$ cat src/rtl/apb2wb_bridge_reg.sv
// Registered APB4 to classic Wishbone bridge: one WB transfer per APB access.
// Optional wait-state timeout enabled by defining APB2WB_TIMEOUT_EN.
module apb2wb_bridge_reg #(
    parameter int unsigned ADDR_WIDTH     = 32,
    parameter int unsigned DATA_WIDTH     = 32,
    parameter int unsigned TIMEOUT_CYCLES = 255
) (
    input  logic                    PCLK,
    input  logic                    PRESETn,
    input  logic [ADDR_WIDTH-1:0]   PADDR,
    input  logic [2:0]              PPROT,
    input  logic                    PSEL,
    input  logic                    PENABLE,
    input  logic                    PWRITE,
    input  logic [DATA_WIDTH-1:0]   PWDATA,
    input  logic [DATA_WIDTH/8-1:0] PSTRB,
    output logic                    PREADY,
    output logic [DATA_WIDTH-1:0]   PRDATA,
    output logic                    PSLVERR,
    output logic                    cyc,
    output logic                    stb,
    output logic                    we,
    output logic [ADDR_WIDTH-1:0]   addr,
    output logic [DATA_WIDTH-1:0]   data_o,
    output logic [DATA_WIDTH/8-1:0] sel,
    input  logic [DATA_WIDTH-1:0]   data_i,
    input  logic                    ack,
    input  logic                    err
);

    localparam int unsigned STRB_WIDTH = DATA_WIDTH / 8;

    typedef enum logic [1:0] {
        IDLE = 2'd0,
        REQ  = 2'd1,
        RESP = 2'd2
    } state_t;

    state_t                  state, state_d;
    logic                    cyc_d, we_d, pready_d, pslverr_d;
    logic [ADDR_WIDTH-1:0]   addr_d;
    logic [DATA_WIDTH-1:0]   data_o_d, prdata_d;
    logic [STRB_WIDTH-1:0]   sel_d;

`ifdef APB2WB_TIMEOUT_EN
    // Counts REQ cycles already spent without ack/err; max value is TIMEOUT_CYCLES-1.
    localparam int unsigned CNT_W = (TIMEOUT_CYCLES > 1) ? $clog2(TIMEOUT_CYCLES) : 1;
    logic [CNT_W-1:0] wait_cnt, wait_cnt_d;
`endif

    // PPROT is reserved; TIMEOUT_CYCLES is folded in so the plain build has no dangling parameter.
    logic unused_ok;
    assign unused_ok = ^{PPROT, 32'(TIMEOUT_CYCLES)};

    // Next-state and next-register values.
    always_comb begin
        state_d   = state;
        cyc_d     = cyc;
        we_d      = we;
        addr_d    = addr;
        data_o_d  = data_o;
        sel_d     = sel;
        prdata_d  = PRDATA;
        pready_d  = 1'b0;
        pslverr_d = 1'b0;
`ifdef APB2WB_TIMEOUT_EN
        wait_cnt_d = wait_cnt;
`endif
        case (state)
            IDLE: begin
                if (PSEL && !PENABLE) begin
                    addr_d   = PADDR;
                    we_d     = PWRITE;
                    data_o_d = PWDATA;
                    sel_d    = PWRITE ? PSTRB : {STRB_WIDTH{1'b1}};
                    if (PWRITE && (PSTRB == '0)) begin
                        // Null write: answer directly without touching Wishbone.
                        state_d  = RESP;
                        pready_d = 1'b1;
                    end else begin
                        cyc_d   = 1'b1;
                        state_d = REQ;
`ifdef APB2WB_TIMEOUT_EN
                        wait_cnt_d = '0;
`endif
                    end
                end
            end
            REQ: begin
                if (err) begin
                    cyc_d     = 1'b0;
                    pslverr_d = 1'b1;
                    prdata_d  = '0;
                    pready_d  = 1'b1;
                    state_d   = RESP;
                end else if (ack) begin
                    cyc_d    = 1'b0;
                    pready_d = 1'b1;
                    state_d  = RESP;
                    if (!we) begin
                        prdata_d = data_i;
                    end
`ifdef APB2WB_TIMEOUT_EN
                end else if (wait_cnt == CNT_W'(TIMEOUT_CYCLES - 1)) begin
                    cyc_d     = 1'b0;
                    pslverr_d = 1'b1;
                    prdata_d  = '0;
                    pready_d  = 1'b1;
                    state_d   = RESP;
                end else begin
                    wait_cnt_d = wait_cnt + CNT_W'(1);
`endif
                end
            end
            RESP: begin
                state_d = IDLE;
            end
            default: begin
                state_d = IDLE;
                cyc_d   = 1'b0;
            end
        endcase
    end

    // Register bank with synchronous active-low reset.
    always_ff @(posedge PCLK) begin
        if (!PRESETn) begin
            state   <= IDLE;
            cyc     <= 1'b0;
            stb     <= 1'b0;
            we      <= 1'b0;
            addr    <= '0;
            data_o  <= '0;
            sel     <= '0;
            PRDATA  <= '0;
            PREADY  <= 1'b0;
            PSLVERR <= 1'b0;
`ifdef APB2WB_TIMEOUT_EN
            wait_cnt <= '0;
`endif
        end else begin
            state   <= state_d;
            cyc     <= cyc_d;
            stb     <= cyc_d;
            we      <= we_d;
            addr    <= addr_d;
            data_o  <= data_o_d;
            sel     <= sel_d;
            PRDATA  <= prdata_d;
            PREADY  <= pready_d;
            PSLVERR <= pslverr_d;
`ifdef APB2WB_TIMEOUT_EN
            wait_cnt <= wait_cnt_d;
`endif
        end
    end

endmodule
$ cat config.mk
export PLATFORM = sky130hd
export DESIGN_NAME = apb2wb_bridge_reg
export DESIGN_NICKNAME = d
export VERILOG_FILES = /design/src/rtl/apb2wb_bridge_reg.sv
export SDC_FILE = /design/constraint.sdc
export NUM_CORES = 1
export LEC_CHECK = 0
export ABC_AREA = 1
export BUFFER_PORTS_ARGS = -buffer_cell sky130_fd_sc_hd__buf_2
export CAP_MARGIN = 20
export CELL_PAD_IN_SITES_DETAIL_PLACEMENT = 1
export CELL_PAD_IN_SITES_GLOBAL_PLACEMENT = 1
export CORE_UTILIZATION = 32
export DETAILED_ROUTE_END_ITERATION = 10
export GPL_TIMING_DRIVEN = 1
export HOLD_SLACK_MARGIN = 0.1
export PLACE_DENSITY_LB_ADDON = 0.08
export SLEW_MARGIN = 10
export SYNTH_ARGS = -nofsm -noshare
export SYNTH_HDL_FRONTEND = slang
export SYNTH_SLANG_ARGS = --single-unit
$ cat constraint.sdc
create_clock -name PCLK -period 1.98 [get_ports PCLK]
set_input_delay 0.297 -clock PCLK [delete_from_list [all_inputs] [get_ports PCLK]]
set_output_delay 0.297 -clock PCLK [all_outputs]
set_load 0.01 [all_outputs]
==> results of run 1 <==
## worst register-to-register path, cell delays in order, from the launching register on
cell	delay [ns]
dfxtp_1	0.34
nor2_2	0.15
inv_2	0.08
nor2_8	0.08
buf_4	0.52
nand2_2	0.17
nor2_1	0.13
nor2_1	0.06
## cell type report
class | count | area [sq um] | share of cell area, %
Sequential cell | 106 | 2120 | 40.3
Clock buffer | 13 | 280 | 5.32
Antenna cell | 1 | 2.50 | 0.0475
Tap cell | 143 | 179 | 3.39
Clock inverter | 3 | 45.0 | 0.854
Timing Repair Buffer | 218 | 1120 | 21.3
Multi-Input combinational cell | 332 | 1500 | 28.4
Inverter | 7 | 26.3 | 0.498
## layer usage
layer	GRT usage [%]	vias to the layer above	part of all wire [%]
met1	23.9	1867	43
met4	9.19	0	2.4
met2	32.3	140	46
met3	5.77	20	8.1
met5	0	-	0
li1	-	1966	-
## flip-flops by register name (all words and copies together) (netlist names)
signal / flops
PRDATA: 32
addr: 32
data_o: 32
sel: 4
state: 2
PREADY: 1
PSLVERR: 1
stb: 1
we: 1
## synthesized netlist by cell type, drive strengths merged
| library cell | count |
|---|---|
| nand2 | 44 |
| nand3 | 2 |
| dfxtp | 106 |
| o21ai | 68 |
| nor2 | 150 |
| buf | 20 |
| nor3 | 1 |
| inv | 7 |
| nand4 | 32 |
| nor3b | 1 |
| a21oi | 34 |
| clkbuf | 17 |
## metrics by stage
stage               power (mW)  setup slack, ns  cells  util [%]
finish                    4.79            0.345    823      45.6
global route              5.01            0.191    823      45.6
floorplan                 2.65            0.817    482         -
global placement          2.91            0.259    806      42.7
detailed placement        2.93            0.237    806      42.7
CTS                       4.87            0.300    822      45.6
## power groups by stage
stage               clock, mW  combinational (mW)  sequential, mW
detailed placement          0               0.582            2.35
global route             2.06               0.641            2.32
CTS                      1.98               0.584            2.31
finish                   1.91               0.572            2.30
floorplan                   0               0.239            2.41
global placement            0               0.566            2.35
## final timing paths
check	start	endpoint	slack, ns
max reg2reg	state[1]	sel[0]	0.34
max	state[1]	sel[0]	0.34
min	PADDR[23]	addr[23]	0.17
min reg2reg	PRDATA[19]	PRDATA[19]	0.46
## cell usage in the layout, fill, tap and decap left out
cell type,synthesis,layout
nor2_2,1,1
nor2_4,1,1
clkbuf_16,0,9
clkbuf_8,0,4
nor2_8,1,1
buf_2,14,211
nand2_2,3,3
nor3b_1,1,1
buf_4,1,6
diode_2,0,1
clkinvlp_4,0,2
nor3_1,1,1
bufinv_16,0,1
dfxtp_1,106,106
nand2_1,41,41
inv_2,4,4
buf_12,0,1
inv_1,3,3
nor2_1,147,147
nand3_1,2,2
nand4_1,32,32
a21oi_1,34,34
o21ai_0,68,68
## logic make-up (layout without fill, tap and decap cells)
logic type | Yosys count | after routing
AND/OR/NAND/NOR | 230 | 230
AO/OA/AOI/OAI | 102 | 102
other | 0 | 1
buffers and inverters | 44 | 241
flip-flops | 106 | 106
==> metrics.cfg, run 1 <==
[setup_path]
crit_fanout=70
ff2ff_path_depth=7
cpPeakStageDelay_ns=0.52
critPathKind=flip-flop to flip-flop
critical_path.endpoint_type=flip-flop
worstPathCellList=nor2_2 > inv_2 > nor2_8 > buf_4 > nand2_2 > nor2_1 > nor2_1
crit_cells=7
start_kind=flip-flop
cp_slowest_cell=buf_4
critPathBufInv=2
arrival_ns=1.87
crit_family=buffers and inverters
cp.required_ns=2.22
cp_common_cell=nor2_1

[sta]
holdWs_ns=0.171
slew_viol_final=0
tightestPinTransition_ns=0.640
period_minus_slack_ns=1.64
final-setup-viol-count=0
grt_setup_unrepaired=no
fmax_ghz=0.612
hold_violations=0
fin_worst_skew_ns=0.00462
fin_crit_sh_pct=82.6
max_slew_margin_pct=57.3
fin_setup_tns_ns=0

[clocking]
cts.clk_slew.worst_paths_ns=0.07
cts-resized-gates=0
cts.sinks=106
numCtsBuffers=9
htree_levels=3
clk_path_buf_depth=2
holdBufCountCts=0
cts_root_buf=clkbuf_16
cts_tree=done
clock_latency_ns=0.34
cts_setup_buffers=0

[flow_run]
max-cap-violations=0

[yosys]
yosys.area.top_type=dfxtp_1
synth-seq-cells=106
yosys_warnings=0
synth_area_per_cell_sq_um=7.96
synth.area.mux_share_pct=0
synthSimpleGateAreaFrac_pct=25.7
syn_inst=482
synth_top_family_by_area=simple AND/OR/NAND/NOR gates
synth-seq-area-share_pct=55.3
synth_xor_area_share_pct=0
ys_types=21
synthAdderAreaFrac_pct=0
synth_compound_area_share_pct=13.3
synth_area_leaders=dfxtp_1, nor2_1, o21ai_0, nand4_1, a21oi_1
netlist_area_sq_um=3840
netlist.area_leader.share_pct=55.3
synth_fp_nets=592

[placement]
dp_hpwl_um=8150
globalplace.congestion=0.731
portBuffers=211
dpl-instance-area_sq_um=4940

[grt]
antenna_found_initial=1
grt_pass1_vias=3997
grt_max_degree=71
grt_pass1_wl_um=19700
grt-ovfl-total=0
track_usage_pct=19.7

[detailed_routing]
routed_via_density=4.85
drt_iter0_drc=238
ant_nets=0
dr.pass1.iters=7
vias=3993
drc=13
drt_wl_total_um=12000
wl_per_cell_um=14.6

[worst_hold_path]
worstHoldPathCells=3
hp-class=input port to flip-flop

[power_and_ir_drop]
cell_internal_pwr_mw=3.60
switching_share_pct=24.8
power_density_nw_per_um2=908
power.net_switching_mw=1.19
seqPwrFrac_pct=48.1
clkPwrFrac_pct=39.9
leakage_nw=2.60
p_comb_share_pct=11.9
ir_drop_mv=0.335

[floorplan]
start_util_pct=33.2
io_pins=215
rows=39
dieHeight_um=111
core_sq_um=11600
chipWidth_um=111
dieArea_sq_um=12400

[finish]
stdcell_area_sq_um=5270
nFillCells=1464
area_growth_pct=37.4
drive_above_1_share_pct=35.9
finalNetCount=784

[outcome]
violations=design-rule violations
status=finished, violations left

(Power assumes the default switching activity.)
==> run 2: changes to the inputs <==
--- a/config.mk
+++ b/config.mk
@@ -10,7 +10,7 @@
 export CAP_MARGIN = 20
 export CELL_PAD_IN_SITES_DETAIL_PLACEMENT = 1
 export CELL_PAD_IN_SITES_GLOBAL_PLACEMENT = 1
-export CORE_UTILIZATION = 32
+export CORE_UTILIZATION = 27
 export DETAILED_ROUTE_END_ITERATION = 10
 export GPL_TIMING_DRIVEN = 1
 export HOLD_SLACK_MARGIN = 0.1
==> constraint.sdc (replaced) <==
create_clock -name PCLK -period 1.5 [get_ports PCLK]
set_input_delay 0.225 -clock PCLK [delete_from_list [all_inputs] [get_ports PCLK]]
set_output_delay 0.225 -clock PCLK [all_outputs]
set_load 0.01 [all_outputs]
==> metrics.cfg, run 2 (synthesis results as in run 1) <==
[detailed_routing]
ant_nets=0  ; unchanged
drt_iter0_drc=159  ; -33%
vias=4157  ; +4.1%
drt_wl_total_um=13100  ; +9.4%
dr.pass1.iters=4  ; -3
drc=0  ; -13
wl_per_cell_um=14.6  ; about the same
routed_via_density=4.62  ; -4.8%

[worst_hold_path]
min_to=addr[24]
worstHoldPathCells=3  ; unchanged
hp-class=input port to flip-flop
min_from=PADDR[24]

[setup_path]
rr_startpoint=state[1]
cpPeakStageDelay_ns=0.35  ; -0.17 ns
r2r_slack_ns=0.16  ; -0.19 ns
crit_fanout=64  ; -8.6%
arrival_ns=1.58  ; -0.29 ns
cp.required_ns=1.74  ; -0.48 ns
ff2ff_path_depth=7  ; unchanged
r2r_end=data_o[6]
critPathKind=flip-flop to flip-flop
worstPathCellList=nor2_2 > inv_2 > nor2_8 > inv_2 > buf_12 > nor2_1 > nor2_1
cp_slowest_cell=dfxtp_1
critical_path.endpoint_type=flip-flop
start_kind=flip-flop

[sta]
slew_viol_final=0  ; unchanged
fin_crit_sh_pct=89.4  ; +6.8 points
period_minus_slack_ns=1.34  ; -0.295 ns
fin_setup_tns_ns=0  ; unchanged
fin_worst_skew_ns=0.00504  ; +0.000424 ns
final-setup-viol-count=0  ; unchanged
tightestPinTransition_ns=0.373  ; -0.267 ns
fmax_ghz=0.746  ; +22%
hold_violations=0  ; unchanged
grt_setup_unrepaired=no
worst_slack_ns=0.159  ; -0.185 ns
max_slew_margin_pct=75.1  ; +18 points

[grt]
grt-ovfl-total=0  ; unchanged
track_usage_pct=17.8  ; -1.9 points
grt_max_degree=65  ; -8.5%
grt_pass1_vias=4227  ; +5.8%
antenna_found_initial=1  ; unchanged
grt_pass1_wl_um=20300  ; +3.2%

[clocking]
cts_setup_buffers=0  ; unchanged
numCtsBuffers=9  ; unchanged
clock_latency_ns=0.35  ; about the same
cts.clk_slew.worst_paths_ns=0.07  ; about the same
cts_tree=done
cts.sinks=106  ; unchanged
htree_levels=3  ; unchanged
cts-resized-gates=0  ; unchanged
clk_path_buf_depth=2  ; unchanged
cts_root_buf=clkbuf_16

[floorplan]
dieArea_sq_um=14700  ; +18%
chipWidth_um=121  ; +8.7%
start_util_pct=27.6  ; -5.5 points
core_sq_um=13900  ; +20%
io_pins=215  ; unchanged
dieHeight_um=121  ; +8.7%
rows=43  ; +10%

[placement]
globalplace.congestion=0.742  ; +1.5%
dp_slack_ns=0.133  ; -0.104 ns
dp_hpwl_um=8950  ; +9.8%
portBuffers=211  ; unchanged

[finish]
regArea_sq_um=2120  ; unchanged
finalNetCount=824  ; +5.1%
final_common_cell=buf_2
multi_input_area_sq_um=1500  ; unchanged
drive_above_1_share_pct=34.4  ; -1.6 points
area_growth_pct=50.5
nFillCells=1745  ; +19%
layout_common_cells=buf_2, nor2_1, dfxtp_1
largestRegisters=PRDATA: 32 flops, addr: 32 flops, data_o: 32 flops
postLayoutCoreUtil_pct=41.6  ; -4.0 points

[power_and_ir_drop]
leakage_nw=2.80  ; +7.6%
ir_drop_mv=0.752  ; +120%
power_density_nw_per_um2=1110  ; +22%

[outcome]
status=complete, no violations

[flow_run]
max-cap-violations=0  ; unchanged

==> run 2: worst max-delay path, delay by kind of cell, from the launching register on <==
kind          cells  cell delay [ns]
buf+inv           3             0.37
flops             1             0.35
simple gates      4             0.49
==> run 2: repair_timing <==
item	4_1_cts	5_1_grt
endpoints found under the hold margin	34	1
setup endpoints to repair	0	0
hold buffers	34	1
==> run 2: how the worst max path moves through the flow <==
stage                     cells after the start  slack [ns]   endpoint  startpoint
after detailed placement                      8        0.13   addr[12]     PENABLE
after floorplan                               8        0.34   addr[10]    state[1]
after CTS                                     7        0.16  data_o[6]    state[1]
after global routing                          7        0.07   addr[12]    state[1]
final                                         7        0.16  data_o[6]    state[1]
after global placement                        8        0.17   addr[25]     PENABLE
==> run 2: final cells by class <==
| class | count | area share (%) |
|---|---|---|
| antenna | 1 | 0.0433 |
| clock buffer | 15 | 4.98 |
| clock inverter | 1 | 0.520 |
| inverter | 7 | 0.455 |
| multi-input combinational | 332 | 25.9 |
| sequential | 106 | 36.8 |
| tap | 180 | 3.90 |
| timing repair buffer | 258 | 27.4 |
==> run 2: layer usage <==
metal	global-route usage, %	part of all wire, %
met5	0	0
met1	19.8	43
met2	31.1	48
met3	6.86	6.9
met4	5.56	1.7
==> run 2: stage by stage <==
| stage | hold slack (ns) | instances | power [mW] | area (sq um) |
|---|---|---|---|---|
| after floorplan | 0.349 | 482 | 3.49 | 3840 |
| after global placement | 0.447 | 848 | 3.89 | 5100 |
| after detailed placement | 0.454 | 848 | 3.92 | 5100 |
| after CTS | 0.100 | 898 | 6.53 | 5760 |
| after global routing | 0.107 | 900 | 6.73 | 5770 |
| final | 0.110 | 900 | 6.42 | 5770 |
==> run 2: where the power goes <==
| part | switching, mW | internal, mW |
|---|---|---|
| Sequential | 0.0722 | 2.97 |
| Combinational | 0.480 | 0.394 |
| Clock | 1.02 | 1.48 |
| Total | 1.58 | 4.84 |
